### config.mk
export PLATFORM = sky130hd
export DESIGN_NAME = id_ex_skid_stage
export DESIGN_NICKNAME = d
export VERILOG_FILES = /design/src/rtl/id_ex_skid_stage.sv
export SDC_FILE = /design/constraint.sdc
export NUM_CORES = 1
export LEC_CHECK = 0
export ABC_AREA = 1
export CELL_PAD_IN_SITES_DETAIL_PLACEMENT = 0
export CELL_PAD_IN_SITES_GLOBAL_PLACEMENT = 2
export CORE_MARGIN = 5
export CORE_UTILIZATION = 28
export CTS_BUF_LIST = sky130_fd_sc_hd__clkbuf_8
export CTS_CLUSTER_DIAMETER = 120
export DETAILED_ROUTE_END_ITERATION = 6
export PLACE_DENSITY_LB_ADDON = 0.1
export REMOVE_ABC_BUFFERS = 1
export SYNTH_ARGS = -nofsm -noshare
export SYNTH_HDL_FRONTEND = slang
export SYNTH_SLANG_ARGS = --single-unit
### constraint.sdc
create_clock -name clock -period 2 [get_ports clock]
set_input_delay 0.2 -clock clock [delete_from_list [all_inputs] [get_ports clock]]
set_output_delay 0.2 -clock clock [all_outputs]
set_load 0.05 [all_outputs]
### src/rtl/id_ex_skid_stage.sv
// ID/EX pipeline stage with a valid/ready handshake on both sides and a 2-entry skid buffer.
// Optional performance counters (stall_count, bubble_count) are enabled by defining STAGE_PERF_COUNT_EN.
module id_ex_skid_stage #(
  parameter int CTRL_WIDTH  = 12,
  parameter int DATA_WIDTH  = 144,
  parameter int COUNT_WIDTH = 16
) (
  input  logic                   clock,
  input  logic                   reset_n,
  input  logic                   flush,
  input  logic                   in_valid,
  output logic                   in_ready,
  input  logic [CTRL_WIDTH-1:0]  in_ctrl,
  input  logic [DATA_WIDTH-1:0]  in_data,
  output logic                   out_valid,
  input  logic                   out_ready,
  output logic [CTRL_WIDTH-1:0]  out_ctrl,
  output logic [DATA_WIDTH-1:0]  out_data,
  output logic [1:0]             occupancy
`ifdef STAGE_PERF_COUNT_EN
  ,
  output logic [COUNT_WIDTH-1:0] stall_count,
  output logic [COUNT_WIDTH-1:0] bubble_count
`endif
);

  if (CTRL_WIDTH < 1 || DATA_WIDTH < 1 || COUNT_WIDTH < 1) begin : g_bad_params
    $error("id_ex_skid_stage: all widths must be at least 1");
  end

  // State bits are {skid_valid, main_valid}; 2'b10 is unreachable.
  typedef enum logic [1:0] {
    EMPTY = 2'b00,
    ONE   = 2'b01,
    FULL  = 2'b11
  } state_e;

  state_e                 state_q, state_d;
  logic                   main_valid, skid_valid;
  logic                   accept, drain;
  logic                   load_main_in, load_main_skid, load_skid;
  logic [CTRL_WIDTH-1:0]  main_ctrl, skid_ctrl;
  logic [DATA_WIDTH-1:0]  main_data, skid_data;

  assign accept = in_valid & in_ready;
  assign drain  = out_valid & out_ready;

  // State register: every update happens on the falling edge of clock.
  always_ff @(negedge clock) begin
    // NOTE: sequential state uses non-blocking assignments so every register samples pre-edge values.
    if (!reset_n) state_q <= EMPTY;
    else          state_q <= state_d;
  end

  // Next-state logic and datapath load enables.
  always_comb begin
    // NOTE: every signal gets a default before the case so no latch is inferred.
    state_d        = state_q;
    load_main_in   = 1'b0;
    load_main_skid = 1'b0;
    load_skid      = 1'b0;
    if (flush) begin
      state_d = EMPTY;
    end else begin
      case (state_q)
        EMPTY: begin
          if (accept) begin
            load_main_in = 1'b1;
            state_d      = ONE;
          end
        end
        ONE: begin
          if (accept && drain) begin
            load_main_in = 1'b1;
          end else if (accept) begin
            load_skid = 1'b1;
            state_d   = FULL;
          end else if (drain) begin
            state_d = EMPTY;
          end
        end
        FULL: begin
          if (drain) begin
            load_main_skid = 1'b1;
            state_d        = ONE;
          end
        end
        default: state_d = EMPTY;
      endcase
    end
  end

  // Output decode from the registered state only.
  always_comb begin
    main_valid = state_q[0];
    skid_valid = state_q[1];
    in_ready   = ~skid_valid;
    out_valid  = main_valid;
    out_ctrl   = main_valid ? main_ctrl : '0;
    out_data   = main_data;
    occupancy  = {1'b0, main_valid} + {1'b0, skid_valid};
  end

  // Entry storage. Flush zeroes control but deliberately keeps data untouched.
  always_ff @(negedge clock) begin
    // NOTE: the data registers are reset as well, so out_data reads zero straight after reset.
    if (!reset_n) begin
      main_ctrl <= '0;
      skid_ctrl <= '0;
      main_data <= '0;
      skid_data <= '0;
    end else if (flush) begin
      main_ctrl <= '0;
      skid_ctrl <= '0;
    end else begin
      if (load_main_in) begin
        main_ctrl <= in_ctrl;
        main_data <= in_data;
      end else if (load_main_skid) begin
        main_ctrl <= skid_ctrl;
        main_data <= skid_data;
        skid_ctrl <= '0;
      end
      if (load_skid) begin
        skid_ctrl <= in_ctrl;
        skid_data <= in_data;
      end
    end
  end

`ifdef STAGE_PERF_COUNT_EN
  // Saturating counters; flush leaves them alone, only reset clears them.
  always_ff @(negedge clock) begin
    if (!reset_n) begin
      stall_count  <= '0;
      bubble_count <= '0;
    end else begin
      if (out_valid && !out_ready && stall_count != '1)
        stall_count <= stall_count + COUNT_WIDTH'(1);
      if (!out_valid && out_ready && bubble_count != '1)
        bubble_count <= bubble_count + COUNT_WIDTH'(1);
    end
  end
`endif

endmodule
==> results.ini <==
[clock_network]
clk_pin_slew_worst_paths_ns = 0.03
hold_buffers = 0
tritoncts = done
cts-root-buf = clkbuf_8
cts_buffers = 60
cts.sinks = 314
clk_latency_ns = 0.67
htree_levels = 2
clockBufferDepth = 3

[sta]
final-hold-violation-count = 0
worst_hold_slack_ns = 0.460
rsz0062_at_grt = true
finalSetupViolations = 319
max_slew_margin_pct = 70.9
maxSlewViolCount = 0
setup_ws_ns = -0.657
clock_skew_ns = 0.0268
worst_pin_slew_ns = 0.437

[yosys]
synth_cell_type_count = 18
synth_warnings = 0
ys_seq_elements = 314
postSynthAreaPerCell_um2 = 7.06
syn-cell-area_um2 = 13900
yosysSeqAreaShare_pct = 45.2
synth_cells = 1972

[final_layout]
register_area_um2 = 6620
multiInputGateArea_um2 = 6340
num-fill-cells = 4940
final_layout_size_suffix_gt1_share_pct = 23.0
antenna_cells = 0
final_area_um2 = 24400
nets = 2823
area_delta_synth_final_pct = 75.2

[worst_hold_path]
hp-start = skid_ctrl[6]
holdPathEnd = skid_ctrl[6]
hp-class = register to register
worstHoldPathCells = 2

[worst_setup_path]
arrival_ns = 2.46
worstPathCellList = buf_4, ha_4, buf_12
ff2ff_setup_slack_ns = -0.07
worstReg2RegEnd = out_data[70]
cp_max_fo = 3
critPathLaunchType = register
r2r_start = state_q[1]
cpPeakStageDelay_ns = 0.34
slowest_stage = dfxtp_4
required_ns = 1.80
rr_worst_depth = 13
cp-end-kind = output pin
path_class = register to output pin
cp_num_buf_inv = 2
crit_family = flip-flops

[global_route]
antenna_found_initial = 4
overflow = 0
grt_max_degree = 72
grt_usage_pct = 21.3
grt_pass1_vias = 16400
grt_pass1_wl_mm = 91.4

[floorplan]
die_w_um = 233
die_area_um2 = 54200
core_um2 = 49100
io_pins = 321
placementRows = 81
start_util_pct = 28.4
dieHeight_um = 233

[routing]
drt_iter0_markers = 1165
totalWireLength_mm = 66.3
vias_per_cell = 4.95
dr.pass1.iters = 5
dr_total_vias = 16700
drc = 0
wl_per_cell_um = 19.7
postRouteAntennaNets = 0

[placed_design]
dp_hpwl_mm = 35.6
placed_area_um2 = 20000
numPortBuffers = 320
routabilityCongestion = 0.765

[run]
cap_violations = 0

[power]
p_leak_nw = 10.9
pwr_density_cell_nw_per_um2 = 776
peakVddDrop_uv = 439
finalPower_mw = 18.9

[status]
violations = setup timing
status = finished with violations

[metrics by stage]
stage,instances,setup TNS (ns),utilization (%),setup WS [ns]
final,3368,-69.15,49.7,-0.657
after CTS,3310,-65.20,47.3,-0.696
after detailed placement,2858,-296.19,40.7,-1.01
after floorplan,1785,-2149.38,-,-7.52
after global placement,2858,-293.42,40.7,-0.991
after global routing,3368,-85.79,49.7,-0.716
[power breakdown]
| group | switching [mW] | internal, mW |
|---|---|---|
| sequential | 0.247 | 6.57 |
| combinational | 2.01 | 1.73 |
| clock | 4.56 | 3.79 |
[sequential cells by signal, summed over array words and instances (netlist names)]
| signal | flops |
|---|---|
| main_ctrl | 12 |
| out_data | 144 |
| skid_ctrl | 12 |
| skid_data | 144 |
| state_q | 2 |
[metal layers]
| layer | GRT usage [%] | vias up | routed length (um) |
|---|---|---|---|
| met3 | 7.14 | 84 | 4270 |
| met1 | 27.4 | 8059 | 29500 |
| li1 | - | 7980 | - |
| met2 | 33.1 | 535 | 31400 |
| met5 | 0 | - | 48 |
| met4 | 8.29 | 8 | 1100 |
[layout make-up]
class / count / area share, %
well taps: 664 / 3.41
repair buffers: 494 / 31.3
flip-flops and latches: 314 / 27.1
clock buffers: 61 / 3.44
multi-input cells: 1295 / 26.0
clock inverters: 361 / 5.82
inverters: 179 / 2.87
[cells in the mapped netlist]
master	number	area share, %
nand3_1	315	11
dfxtp_1	314	45
nor2_1	295	8.0
nand2_1	203	5.5
inv_1	177	4.8
a21oi_1	169	6.1
nand4_1	156	7.0
o21ai_0	144	5.2
clkbuf_1	78	2.1
buf_2	65	2.3
buf_4	23	1.2
buf_1	21	0.57
ha_1	4	0.36
inv_2	3	0.081
nor2_2	2	0.090
nand2_2	1	0.045
nand3_4	1	0.13
o21bai_1	1	0.054
[how the worst max path moves through the flow]
stage	slack [ns]	cells after the start	start	end
final	-0.66	3	state_q[0]	occupancy[1]
after CTS	-0.70	4	state_q[0]	out_ctrl[7]
after floorplan	-7.52	6	flush	out_data[0]
after global placement	-0.99	10	out_ready	out_data[97]
after global routing	-0.72	3	state_q[0]	occupancy[1]
after detailed placement	-1.01	10	out_ready	out_data[97]
[logic make-up (layout without fill, tap and decap cells)]
group / count (synthesis) / count (layout) / share of synthesized area, %
flops: 314 / 314 / 45.2
fa+ha+maj: 4 / 4 / 0.360
buf+inv: 367 / 1095 / 11.1
simple gates: 973 / 977 / 32.0
compound gates: 314 / 314 / 11.3
[layout by cell type, fill, tap and decap left out, types with 2 or more instances in the layout]
| cell type | synthesis | routed |
|---|---|---|
| a21oi_1 | 169 | 162 |
| a21oi_2 | 0 | 7 |
| buf_12 | 0 | 214 |
| buf_16 | 0 | 19 |
| buf_4 | 23 | 65 |
| buf_6 | 0 | 13 |
| buf_8 | 0 | 3 |
| bufbuf_16 | 0 | 2 |
| clkbuf_16 | 0 | 20 |
| clkbuf_8 | 0 | 61 |
| clkdlybuf4s50_1 | 0 | 156 |
| clkinvlp_2 | 0 | 19 |
| dfxtp_1 | 314 | 168 |
| dfxtp_2 | 0 | 87 |
| dfxtp_4 | 0 | 59 |
| ha_4 | 0 | 3 |
| inv_1 | 177 | 495 |
| inv_2 | 3 | 18 |
| inv_4 | 0 | 2 |
| inv_6 | 0 | 2 |
| nand2_1 | 203 | 197 |
| nand2_2 | 1 | 4 |
| nand2_8 | 0 | 7 |
| nand3_1 | 315 | 308 |
| nand3_2 | 0 | 6 |
| nand3_4 | 1 | 2 |
| nand4_1 | 156 | 156 |
| nor2_1 | 295 | 294 |
| nor2_4 | 0 | 2 |
| o21ai_0 | 144 | 141 |
| o21ai_1 | 0 | 3 |
[worst register-to-register path, stage by stage (launching register included)]
cell	delay [ns]
dfxtp_2	0.31
inv_2	0.08
buf_6	0.11
buf_4	0.11
ha_4	0.14
buf_4	0.11
nand3_4	0.21
nand2_8	0.24
buf_12	0.13
clkbuf_16	0.20
nand3_1	0.09
nand2_1	0.08
inv_1	0.05
a21oi_1	0.11
[what timing repair did]
action,CTS,global route
pin swaps,14,3
endpoints found under the hold margin,0,0
gates resized for setup,233,80
cloned,13,25
endpoints found under the setup margin,474,418
buffers inserted,18,34
Note: power is estimated with default switching activity, not from simulation.
